[config.mk]
export PLATFORM = sky130hd
export DESIGN_NAME = coin_acceptor
export DESIGN_NICKNAME = d
export VERILOG_FILES = /design/src/rtl/coin_acceptor.sv
export SDC_FILE = /design/constraint.sdc
export NUM_CORES = 1
export LEC_CHECK = 0
export BUFFER_PORTS_ARGS = -buffer_cell sky130_fd_sc_hd__buf_4
export CAP_MARGIN = 20
export CORE_MARGIN = 8
export CORE_UTILIZATION = 43
export CTS_BUF_LIST = sky130_fd_sc_hd__clkbuf_4
export CTS_CLUSTER_DIAMETER = 120
export DETAILED_ROUTE_END_ITERATION = 12
export MAX_ROUTING_LAYER = met4
export PLACE_DENSITY = 0.7
export SLEW_MARGIN = 5
export SYNTH_ARGS = -nofsm -noshare
export SYNTH_HDL_FRONTEND = slang
export SYNTH_SLANG_ARGS = --single-unit
[constraint.sdc]
create_clock -name clk -period 2.6 [get_ports clk]
set_input_delay 0.13 -clock clk [delete_from_list [all_inputs] [get_ports clk]]
set_output_delay 0.13 -clock clk [all_outputs]
set_load 0.05 [all_outputs]
[src/rtl/coin_acceptor.sv]
// Coin acceptor front end: synchronises three raw coin sensors, debounces and
// qualifies each coin, and emits one single-cycle 2-bit code per accepted coin
// with idle spacing after it. Short, overlapping and jammed coins are never emitted.
module coin_acceptor #(
    parameter int DEBOUNCE  = 4,   // synchronised-high samples needed to qualify (>= 2)
    parameter int MAX_PULSE = 64,  // sample count at which a held sensor is jammed (> DEBOUNCE)
    parameter int GAP       = 2    // idle cycles of coin_out == 0 after every code (>= 1)
) (
    input  logic       clk,
    input  logic       rst,          // asynchronous, active-low
    input  logic       sense_a,
    input  logic       sense_b,
    input  logic       sense_c,
    output logic [1:0] coin_out,
    output logic       reject,
    output logic       jam,
    output logic [7:0] coin_count
);

    // One counter serves both the qualification/jam count and the GAP count.
    localparam int CNT_W = $clog2(MAX_PULSE + GAP + 1);
    localparam logic [CNT_W-1:0] CNT_ONE = CNT_W'(1);
    localparam logic [CNT_W-1:0] DEB_LIM = CNT_W'(DEBOUNCE);
    localparam logic [CNT_W-1:0] JAM_LIM = CNT_W'(MAX_PULSE);
    localparam logic [CNT_W-1:0] GAP_LIM = CNT_W'(GAP);

    typedef enum logic [2:0] {
        S_IDLE,
        S_QUAL,
        S_HOLD,
        S_EMIT,
        S_GAP,
        S_CLEAR,
        S_JAM
    } state_t;

    state_t           state_q, state_d;
    logic [CNT_W-1:0] cnt_q, cnt_d;
    logic [2:0]       sel_q, sel_d;        // one-hot mask of the sensor being qualified
    logic [1:0]       coin_out_q, coin_out_d;
    logic             reject_q, reject_d;
    logic             jam_q, jam_d;
    logic [7:0]       coin_count_q, coin_count_d;

    logic [2:0]       sync1_q;
    logic [2:0]       s_q;                 // synchronised sensor vector {c, b, a}

    logic             one_hot;
    logic             lat_hi;
    logic             other_hi;
    logic [1:0]       lat_code;
    logic [CNT_W-1:0] cnt_inc;

    // Two-flop synchroniser on the raw, asynchronous sensor lines.
    always_ff @(posedge clk or negedge rst) begin
        if (!rst) begin
            sync1_q <= 3'b000;
            s_q     <= 3'b000;
        end else begin
            // NOTE: flops always take non-blocking assignments so every register
            // samples the pre-edge value of the one before it.
            sync1_q <= {sense_c, sense_b, sense_a};
            s_q     <= sync1_q;
        end
    end

    assign one_hot  = (s_q != 3'b000) && ((s_q & (s_q - 3'd1)) == 3'b000);
    assign lat_hi   = |(s_q & sel_q);
    assign other_hi = |(s_q & ~sel_q);
    // a (001) -> 01, b (010) -> 10, c (100) -> 11
    assign lat_code = {sel_q[2] | sel_q[1], sel_q[2] | sel_q[0]};
    assign cnt_inc  = cnt_q + CNT_ONE;

    // Next-state, counter and registered-output logic for the qualification FSM.
    always_comb begin
        // NOTE: every variable gets a default before the case so no path can
        // leave one unassigned and infer a latch.
        state_d      = state_q;
        cnt_d        = cnt_q;
        sel_d        = sel_q;
        coin_out_d   = 2'b00;
        reject_d     = 1'b0;
        coin_count_d = coin_count_q;

        case (state_q)
            S_IDLE: begin
                if (one_hot) begin
                    sel_d   = s_q;
                    cnt_d   = CNT_ONE;
                    state_d = S_QUAL;
                end else if (s_q != 3'b000) begin
                    reject_d = 1'b1;
                    state_d  = S_CLEAR;
                end
            end
            S_QUAL: begin
                if (!lat_hi) begin
                    state_d = S_IDLE;          // too short: silent glitch
                end else if (other_hi) begin
                    reject_d = 1'b1;
                    state_d  = S_CLEAR;
                end else begin
                    cnt_d = cnt_inc;
                    if (cnt_inc == DEB_LIM) state_d = S_HOLD;
                end
            end
            S_HOLD: begin
                // Release is checked first so it beats a same-sample jam count;
                // another sensor rising as this one drops is a new coin, not an overlap.
                if (!lat_hi) begin
                    state_d = S_EMIT;
                    if (coin_count_q != 8'hFF) coin_count_d = coin_count_q + 8'd1;
                end else if (other_hi) begin
                    reject_d = 1'b1;
                    state_d  = S_CLEAR;
                end else begin
                    cnt_d = cnt_inc;
                    if (cnt_inc == JAM_LIM) begin
                        reject_d = 1'b1;
                        state_d  = S_JAM;
                    end
                end
            end
            S_EMIT: begin
                // Code is registered from the state, so it appears one cycle after EMIT is entered.
                coin_out_d = lat_code;
                cnt_d      = CNT_ONE;
                state_d    = S_GAP;
            end
            S_GAP: begin
                if (cnt_q == GAP_LIM) state_d = S_IDLE;
                else                  cnt_d   = cnt_inc;
            end
            S_CLEAR: begin
                if (s_q == 3'b000) state_d = S_IDLE;
            end
            S_JAM: begin
                if (s_q == 3'b000) state_d = S_IDLE;
            end
            default: state_d = S_IDLE;
        endcase

        jam_d = (state_d == S_JAM);
    end

    // State and output registers.
    always_ff @(posedge clk or negedge rst) begin
        if (!rst) begin
            state_q      <= S_IDLE;
            cnt_q        <= '0;
            sel_q        <= 3'b000;
            coin_out_q   <= 2'b00;
            reject_q     <= 1'b0;
            jam_q        <= 1'b0;
            coin_count_q <= 8'd0;
        end else begin
            state_q      <= state_d;
            cnt_q        <= cnt_d;
            sel_q        <= sel_d;
            coin_out_q   <= coin_out_d;
            reject_q     <= reject_d;
            jam_q        <= jam_d;
            coin_count_q <= coin_count_d;
        end
    end

    assign coin_out   = coin_out_q;
    assign reject     = reject_q;
    assign jam        = jam_q;
    assign coin_count = coin_count_q;

endmodule

# Word level (Yosys, flattened, before mapping)
# Index checks and enable logic that the tools add are counted.
totals:
  reg_bits: 31
  latch_bits: 0
  mem_bits_rw: 0
  mem_bits_ro: 0
  input_bits: 5
  out_inout_bits: 12
  wordCells: 72
  n_memories: 0
classes:
  add_sub_neg: 3
  multipliers: 0
  n_div: 0
  magnitude_cmp: 0
  n_eq_ne: 15
  shifts: 0
  n_mux: 25
  bitwise_logic: 7
  reduce_logical: 13
op_table:
  columns: ["cell", "n"]
  rows:
  - ["3-bit 2-to-1 mux", 10]
  - ["7-bit 2-to-1 mux", 4]
  - ["7-bit one-hot mux with 4 select lines", 1]
  - ["3-bit one-hot mux with 6 select lines", 1]
  - ["3-bit equality test, second input constant", 4]
  - ["3-bit bitwise AND", 3]
  - ["3-bit logical NOT", 3]
  - ["8-bit by 1-bit adder with 8-bit output, second input constant", 1]
  - ["8-bit != test, second input constant", 1]
  - ["7-bit by 1-bit adder with 7-bit output, second input constant", 1]
  - ["7-bit by 2-bit equality test with 1-bit output, second input constant", 1]
  - ["7-bit by 3-bit equality test with 1-bit output, second input constant", 1]
  - ["7-bit equality test, second input constant", 1]
  - ["1-bit 2-to-1 mux", 7]
  - ["3-bit by 2-bit equality test with 1-bit output, second input constant", 2]
  - ["2-bit != test, second input constant", 3]
  - ["3-bit OR reduction", 2]
  - ["5-bit AND reduction", 1]
  - ["4-bit nonzero test", 1]
  - ["2-bit OR reduction", 2]
  - ["3-bit by 1-bit equality test with 1-bit output, second input constant", 1]
  - ["3-bit inverter", 1]
  - ["1-bit one-hot mux with 3 select lines", 1]
  - ["3-bit AND reduction", 1]
  - ["8 further kinds", 9]

# Depth between registers and ports, before layout
# Gate-level depths: netlist of the first run.
depth:
  word_depth: 7
  mapped_depth: 6
  mapped_depth_nobuf: 6

# Least setup slack after synthesis of the first run
# Ideal clock, no wire load.
synth_timing:
  path_kind: "register to register"
  startpoint: "register coin_count_q[2] (netlist: coin_count[2])"
  endpoint: "register coin_count_q[1] (netlist: coin_count[1])"
  setup_time_ps: 125
  arrival_time_ps: 1792
  t_required_ps: 2475
  slack_ps: 684
  path_stages_with_launch: 4
  path_buffers: 0
  synth_period_minus_slack_ps: 1916
  cell_sequence: "dfrtp_1 nand4_1 o311ai_1 mux2_2"
synth_via:
  elab_chain_cells: 2
synth_rtl:
  columns: ["element", "line_no", "text"]
  rows:
  - ["from (decl)", "43", "logic [7:0] coin_count_q, coin_count_d;"]
  - ["from (signal assigned)", "163", "coin_count_q <= coin_count_d;"]
  - ["8-bit != test", "112", "if (coin_count_q != 8'hFF) coin_count_d = coin_count_q + 8'd1;"]
  - ["3-bit AND reduction (no line)", null, null]
# No other way between the ends.
# A chain may end at the register's enable or synchronous reset.

# Worst setup path after layout of the first run
layout_timing:
  startpoint: "register cnt_q[0]"
  endpoint: "register state_q[0]"
layout_via:
  elab_chain_cells: 6
  word_cells_on_any_way: 12
  cone_classes: "add/sub: 1; eq/ne: 3; mux: 8"
layout_rtl:
  columns: ["element", "line_no", "text"]
  rows:
  - ["from (decl)", "38", "logic [CNT_W-1:0] cnt_q, cnt_d;"]
  - ["from (signal assigned)", "158", "cnt_q <= cnt_d;"]
  - ["7-bit by 1-bit adder with 7-bit output", "72", "assign cnt_inc = cnt_q + CNT_ONE;"]
  - ["7-bit equality test / 7-bit by 3-bit equality test with 1-bit output (equally long branches)", "118, 104", null]
  - ["3-bit 2-to-1 mux, on equally long branches", "118, 104", null]
  - ["3-bit 2-to-1 mux, on equally long branches", "113, 99", null]
  - ["3-bit 2-to-1 mux, on equally long branches", "110, 97", null]
  - ["3-bit one-hot mux with 6 select lines (*)", "85", "case (state_q)"]
  - ["named net state_d[0]", "37", "state_t state_q, state_d;"]
  - ["to (signal assigned)", "157", "state_q <= state_d;"]
  - ["to (decl)", "37", null]
# The timed path passes the listed nets; every way through them passes the cells marked *.

==> results of run 1 <==
-- metal layers --
layer / track usage / routed length (um) / vias up
li1: - / - / 624
met1: 0.1424 / 1565 / 604
met2: 0.1729 / 1575 / 54
met3: 0.04378 / 204 / 6
met4: 0.05472 / 43 / 0
met5: - / 0 / -
-- sequential cells by signal, summed over array words and instances, names as in the netlist --
signal,flops
sync1_q,3
coin_out,2
cnt_q,7
state_q,3
jam,1
reject,1
coin_count,8
sel_q,3
s_q,3
-- worst max-delay path by stage --
stage | endpoint | start | cells past startpoint | slack [ns]
after CTS | state_q[0] | cnt_q[0] | 6 | 0.57
after global placement | state_q[0] | cnt_q[0] | 6 | 0.67
after floorplan | coin_count[1] | coin_count[2] | 3 | 0.68
after global routing | state_q[0] | cnt_q[0] | 6 | 0.44
after detailed placement | state_q[0] | cnt_q[0] | 6 | 0.59
final | state_q[0] | cnt_q[0] | 6 | 0.57
-- metrics by stage --
stage	utilization	instances	setup slack [ns]
3_5_place_dp	0.4877	219	0.5885
5_1_grt	0.5191	230	0.4392
6_report	0.5191	230	0.5702
3_3_place_gp	0.4877	219	0.6720
2_1_floorplan	-	161	0.6838
4_1_cts	0.5191	230	0.5748
-- logic make-up (layout without fill, tap and decap cells) --
kind of cell               count (synthesis)  count (layout)  synth area share
AOI/OAI and AO/OA                         34              34            0.1664
xor gates and xnor gates                  12              12           0.06413
adders and majority gates                  3               3           0.02290
buffers and inverters                     15              36           0.04580
DFF                                       31              31            0.4733
muxes                                      5               5           0.03435
and+or+nand+nor                           61              61            0.1931
-- layout make-up --
class,instances,area [um^2]
tap,48,60.06
fill,327,1760
inverter,7,26.28
sequential,31,775.7
clock buffer,6,45.04
multi-input combinational,115,788.3
timing repair buffer,22,175.2
clock inverter,1,30.03
-- cells in the final DEF (no fill, tap or decap), drive strengths merged, types with 2 or more instances in the layout --
cell type	count
o211ai	2
and3	4
inv	7
dfrtp	31
o21a	2
o32ai	2
nor3	8
xnor2	9
nand4	3
o22ai	2
a32o	2
or3b	2
o31ai	2
nor2b	2
xor2	3
dlygate4sd3	4
mux2	5
ha	3
a21oi	4
nand2b	5
nor4	3
a22o	3
buf	18
nand3	6
o21ai	5
nand2	13
clkbuf	6
nor2	10
or3	2
-- power by group through the flow --
stage               Combinational (mW)  Clock [mW]  Sequential (mW)
global placement                 0.595           0            0.686
CTS                              0.617       0.374            0.691
floorplan                        0.465           0            0.685
finish                           0.623       0.368            0.693
global route                     0.676       0.396            0.709
detailed placement               0.608           0            0.701
-- worst register-to-register path, stage by stage, from the launching register on --
cell and delay, ns:
sky130_fd_sc_hd__dfrtp_1 0.43, sky130_fd_sc_hd__ha_1 0.36, sky130_fd_sc_hd__and3_1 0.22, sky130_fd_sc_hd__o211ai_1 0.15
sky130_fd_sc_hd__a2111oi_2 0.41, sky130_fd_sc_hd__nor2b_1 0.09, sky130_fd_sc_hd__a311o_1 0.27
-- timing repair --
item | in CTS | in global routing
hold endpoints to repair | 34 | 0
hold buffers | 4 | 0
buffers inserted | 0 | 0
==> reports/qor_table.md, run 1 <==
| Quantity | Value | Unit |
|:---|:---|:---|
| Final design instance area without fill | 1901 | um^2 |
| Clock insertion delay at the later pin of the skew report | 0.33 | ns |
| H-tree level count | 2 | - |
| Portion of the post-synthesis area used by sequential elements | 0.4733 | - |
| Number of synthesized flops with an enable pin | 0 | - |
| Total die area | 6044 | um^2 |
| Synthesis-to-finish area growth | 15.95 | % |
| Period Utilization, post-route | 0.7807 | - |
| Critical R2R Capture | state_q[0] | - |
| Synthesized cell area | 1639 | um^2 |
| Setup crit end kind | flip-flop | - |
| Largest stage delay, worst path | 0.43 | ns |
| Power density normalized to cell area | 886.2 | nW/um^2 |
| Syn Nets | 169 | - |
| Global placer's final weighted congestion | 0.8730 | - |
| Startpoint-to-endpoint class of the critical path | flip-flop to flip-flop | - |
| Relative contribution of sequential cells to total power | 0.411 | - |
| Final hold violation count | 0 | - |
| # diodes | 0 | - |
| Highest net fanout along the worst path | 8 | - |
| Data required time at the worst endpoint | 2.82 | ns |
| Clock slew seen by the registers of the worst setup and hold paths | 0.10 | ns |
| Fraction of layout instances using a drive strength above 1 | 0.1978 | - |
| Wire length of the first global-routing pass | 5.595 | mm |
| Number of pins with negative max-slew slack in the final report | 0 | - |
| Drt drc | 0 | - |
| Power share of the clock group | 0.219 | - |
| Port Buffers | 16 | - |
| Data arrival time of the critical path | 2.25 | ns |
| Post-Syn Area per Cell | 10.18 | um^2 |
| Status | complete, no violations | - |
| Switching Share | 0.3802 | - |
| Layout Nets | 190 | - |
| Cell family with the largest share of critical-path delay | compound AO/OA/AOI/OAI gates | - |
| Largest cells by area after synthesis | sky130_fd_sc_hd__dfrtp_1, sky130_fd_sc_hd__xnor2_1, sky130_fd_sc_hd__nand2_1 | - |
| Most area-hungry cell type in the Yosys netlist | sky130_fd_sc_hd__dfrtp_1 | - |
| Post-layout total power | 1.684 | mW |
| Yosys warns | 0 | - |
| Number of primary I/O pins | 17 | - |
| Via density per instance | 5.600 | - |
| Clock Skews | 0.01381 | ns |
| Die height | 77.74 | um |
| Critical Path Source Type | flip-flop | - |
| Top cells by count, synth | sky130_fd_sc_hd__dfrtp_1, sky130_fd_sc_hd__nand2_1, sky130_fd_sc_hd__nor2_1, sky130_fd_sc_hd__xnor2_1, sky130_fd_sc_hd__nor3_1 | - |
| Cell with the most instances after synthesis | sky130_fd_sc_hd__dfrtp_1 | - |
| Maxcap violations | 0 | - |
| Final setup fails | 0 | - |
| Sum of buffers and inverters on the critical path | 0 | - |
| Switching power summed over all nets | 0.6404 | mW |
| Number of cells produced by synthesis | 161 | - |
| Initial core utilization | 0.4477 | - |
| HPWL after detailed placement | 2.445 | mm |
| Int Power | 1.044 | mW |
| Largest net degree at the start of global routing | 32 | - |
| Clock root buffer | sky130_fd_sc_hd__clkbuf_4 | - |
| Final setup TNS | 0 | ns |
| Post-Place Cell Area | 1785 | um^2 |
| Worst-margin pin slew | 0.5783 | ns |
| Reg2Reg Launch Point | cnt_q[0] | - |
| Number of violations reported at the end of detailed-routing iteration 0 | 148 | - |
| Gr usage total | 0.1187 | - |
| DR WL/cell | 14.73 | um |
| Via count of the first global-routing pass | 1233 | - |
| Worst-path cell chain | ha_1 -> and3_1 -> o211ai_1 -> a2111oi_2 -> nor2b_1 -> a311o_1 | - |
| Length in cells of the worst reg-to-reg path | 6 | - |
| Standard-cell row count | 22 | - |
| Post-synth cell types | 48 | - |
| FF-to-FF setup slack | 0.57 | ns |
| Achievable Freq | 492.7 | MHz |
| Worst voltage drop across the vdd grid | 0.4304 | mV |
| Most frequently used flop master after synthesis | sky130_fd_sc_hd__dfrtp_1 | - |
| Worst-case clock buffer depth | 2 | - |
| Fraction of registers with async set or reset after synthesis | 1.000 | - |
| Static leakage | 0.8322 | nW |
| Post-cts repair resize count | 0 | - |
| Combinational Power Share | 0.370 | - |
| Hold_ws | 0.2574 | ns |
| Final Routed Wirelength | 3.388 | mm |
| Remaining global-route overflow | 0 | - |
| RSZ-0062 raised after global routing | false | - |
| Synth top area share | 0.4733 | - |
| Worst hold path type | input pin to async pin | - |
| TritonCTS buffer count | 5 | - |
| Clock period minus final worst setup slack | 2.030 | ns |
| Die boundary width | 77.74 | um |
| Worst slew margin relative to its limit | 0.6084 | - |
| CTS tree | done | - |
| #FFs+latches synth | 31 | - |
| Drt pass-1 iters | 4 | - |
| Core Region | 3661 | um^2 |
| Sinks on Clock Net | 31 | - |
| Via total after detailed routing | 1288 | - |
| Antenna-violating nets left | 0 | - |
| Number of antenna violations at the first check in global routing | 0 | - |
| Critical-path top delay cell | sky130_fd_sc_hd__dfrtp_1 | - |
Power figures use the tool's default switching activity.
==> inputs of run 2 (changes only) <==
==> constraint.sdc (replaced) <==
create_clock -name clk -period 2.1 [get_ports clk]
set_input_delay 0.105 -clock clk [delete_from_list [all_inputs] [get_ports clk]]
set_output_delay 0.105 -clock clk [all_outputs]
set_load 0.05 [all_outputs]
==> run 2 against run 1 <==
  * Global-route usage is 0.53 points higher
  * Total power is 25% higher
  * Sequential cell count stayed put
  * Worst setup slack worse by 0.43 ns
  * Count of clock-buffer cells in the layout is 1 lower
  * First-iteration DRC count is 39% lower
  * Critical path type unchanged
  * Critical path depth stayed put
  * Highest routed layer unchanged
  * Die area stayed put
==> reports/qor_table.md, run 2 (synthesized netlist as in run 1, its figures left out) <==
| Quantity | Value | Unit | Delta |
|:---|:---|:---|:---|
| Status | complete, no violations | - |  |
| Final worst-path setup slack | 0.1391 | ns | -0.4311 ns |
| Reg2Reg Launch Point | cnt_q[3] | - |  |
| Static leakage | 0.8747 | nW | +5.1% |
| Worst-path cell chain | nor3_1 -> and3_1 -> o21ai_2 -> buf_4 -> o31a_1 -> a22o_1 | - |  |
| Layout Nets | 197 | - | +3.7% |
| Sinks on Clock Net | 31 | - | unchanged |
| Number of violations reported at the end of detailed-routing iteration 0 | 90 | - | -39% |
| Highest net fanout along the worst path | 7 | - | -1 |
| Switching Share | 0.3796 | - | -0.0006544 |
| Count of placed standard cells including taps | 226 | - | +3.2% |
| Achievable Freq | 510.0 | MHz | +3.5% |
| Critical Path Source Type | flip-flop | - |  |
| Number of primary I/O pins | 17 | - | unchanged |
| Post-layout total power | 2.109 | mW | +25% |
| CTS tree | done | - |  |
| Final std cells w/o fill | 238 | - | +3.5% |
| Standard-cell row count | 22 | - | unchanged |
| # diodes | 0 | - | unchanged |
| Startpoint-to-endpoint class of the critical path | flip-flop to flip-flop | - |  |
| TritonCTS buffer count | 5 | - | unchanged |
| Number of antenna violations at the first check in global routing | 0 | - | unchanged |
| Via density per instance | 5.525 | - | -1.3% |
| Data arrival time of the critical path | 2.19 | ns | -0.06 ns |
| Synthesis-to-finish area growth | 19.54 | % |  |
| Setup crit end kind | flip-flop | - |  |
| Data required time at the worst endpoint | 2.33 | ns | -0.49 ns |
| Post-Place Worst Slack | 0.1759 | ns | -0.4127 ns |
| Final setup fails | 0 | - | unchanged |
| Port Buffers | 16 | - | unchanged |
| Remaining global-route overflow | 0 | - | unchanged |
| Core Region | 3661 | um^2 | unchanged |
| Final hold violation count | 0 | - | unchanged |
| Worst-margin pin slew | 0.6193 | ns | +0.04105 ns |
| HPWL after detailed placement | 2.436 | mm | -0.37% |
| Int Power | 1.308 | mW | +25% |
| Maxcap violations | 0 | - | unchanged |
| Gr usage total | 0.1240 | - | +0.005329 |
| H-tree level count | 2 | - | unchanged |
| Fraction of layout instances using a drive strength above 1 | 0.2421 | - | +0.04430 |
| Via count of the first global-routing pass | 1296 | - | +5.1% |
| Drt pass-1 iters | 4 | - | unchanged |
| Worst voltage drop across the vdd grid | 0.4829 | mV | +12% |
| Length in cells of the worst reg-to-reg path | 6 | - | unchanged |
| Switching power summed over all nets | 0.8005 | mW | +25% |
| Relative contribution of sequential cells to total power | 0.406 | - | -0.005 |
| RSZ-0062 raised after global routing | true | - |  |
| Total die area | 6044 | um^2 | unchanged |
| Clock slew seen by the registers of the worst setup and hold paths | 0.09 | ns | about the same |
| Clock period minus final worst setup slack | 1.961 | ns | -0.06886 ns |
| Die height | 77.74 | um | unchanged |
| Final Routed Wirelength | 3.370 | mm | -0.53% |
| Critical-path top delay cell | sky130_fd_sc_hd__nor3_1 | - |  |
| Period Utilization, post-route | 0.9338 | - | +0.1531 |
| Largest net degree at the start of global routing | 32 | - | unchanged |
| DR WL/cell | 14.16 | um | -3.9% |
| Power density normalized to cell area | 1076 | nW/um^2 | +21% |
| Wire length of the first global-routing pass | 6.030 | mm | +7.8% |
| Global placer's final weighted congestion | 0.9204 | - | +5.4% |
| Commonest non-fill, non-tap cells in the layout | sky130_fd_sc_hd__dfrtp_1, sky130_fd_sc_hd__buf_4, sky130_fd_sc_hd__nand2_1, sky130_fd_sc_hd__xnor2_1, sky130_fd_sc_hd__nor2_1 | - |  |
| Via total after detailed routing | 1315 | - | +2.1% |
| Drt drc | 0 | - | unchanged |
| Power share of the clock group | 0.211 | - | -0.008 |
| Clock Skews | 0.006035 | ns | -0.007774 ns |
| Max reg flops | 8 | - | unchanged |
| Clock insertion delay at the later pin of the skew report | 0.34 | ns | about the same |
| Initial core utilization | 0.4477 | - | unchanged |
| Clock root buffer | sky130_fd_sc_hd__clkbuf_4 | - |  |
| Most frequent standard cell in the layout excluding fill and tap cells | sky130_fd_sc_hd__dfrtp_1 | - |  |
| Worst-case clock buffer depth | 2 | - | unchanged |
| CP startpoint | cnt_q[3] | - |  |
| Combinational Power Share | 0.383 | - | +0.013 |
| Worst hold path type | input pin to async pin | - |  |
| Antenna-violating nets left | 0 | - | unchanged |
| Worst slew margin relative to its limit | 0.5828 | - | -0.02564 |
| Largest stage delay, worst path | 0.41 | ns | -0.02 ns |
| Number of pins with negative max-slew slack in the final report | 0 | - | unchanged |
| Die boundary width | 77.74 | um | unchanged |
## run 2: power by group through the flow
stage               clock network [mW]  registers [mW]  logic (mW)
CTS                              0.461           0.848       0.803
global placement                     0           0.847       0.770
detailed placement                   0           0.861       0.791
finish                           0.446           0.856       0.807
global route                     0.496           0.876       0.895
floorplan                            0           0.849       0.576
## run 2: area by class of cell
cell class | instances | area [um^2]
clock buffers | 5 | 37.54
multi-input cells | 115 | 792.0
clock inverters | 3 | 38.79
repair buffers | 29 | 227.7
fillers | 328 | 1702
flip-flops and latches | 31 | 777.0
well taps | 48 | 60.06
inverters | 7 | 26.28
## run 2: per-layer routing
metal | GRT usage | vias up | share of wire
met3 | 0.04032 | 7 | 0.043
met1 | 0.1510 | 639 | 0.46
met4 | 0.03962 | 0 | 0.018
met2 | 0.1896 | 30 | 0.48
li1 | - | 639 | -
met5 | - | - | 0
## run 2: path summary, 6_finish.rpt
check | to | slack [ns]
setup reg to reg | cnt_q[2] | 0.14
min in group clk | s_q[2] | 0.36
max in group asynchronous | state_q[2] | 1.58
hold reg to reg | s_q[2] | 0.36
hold / removal | sel_q[2] | 0.22
setup / recovery | cnt_q[2] | 0.14
## run 2: timing repair
item,4_1_cts,5_1_grt
hold buffers,4,0
setup endpoints to repair,0,3
setup buffers,0,0
hold endpoints to repair,34,0
gates resized for setup,0,3
## run 2: through the flow
stage / hold slack (ns) / TNS (ns) / utilization / instance area [um^2]
2_1_floorplan: -0.1906 / 0 / - / 1639
6_report: 0.2237 / 0 / 0.5352 / 1959
5_1_grt: 0.2431 / -0.00009881 / 0.5352 / 1959
3_5_place_dp: 0.05916 / 0 / 0.5021 / 1838
3_3_place_gp: 0.05450 / 0 / 0.5021 / 1838
4_1_cts: 0.2291 / 0 / 0.5338 / 1954
## run 2: worst max-delay path: cells and delay by family, from the launching register on
family	cells	cell delay, ns
buffers and inverters	1	0.17
AOI/OAI and AO/OA	3	0.63
DFF	1	0.39
and+or+nand+nor	2	0.67
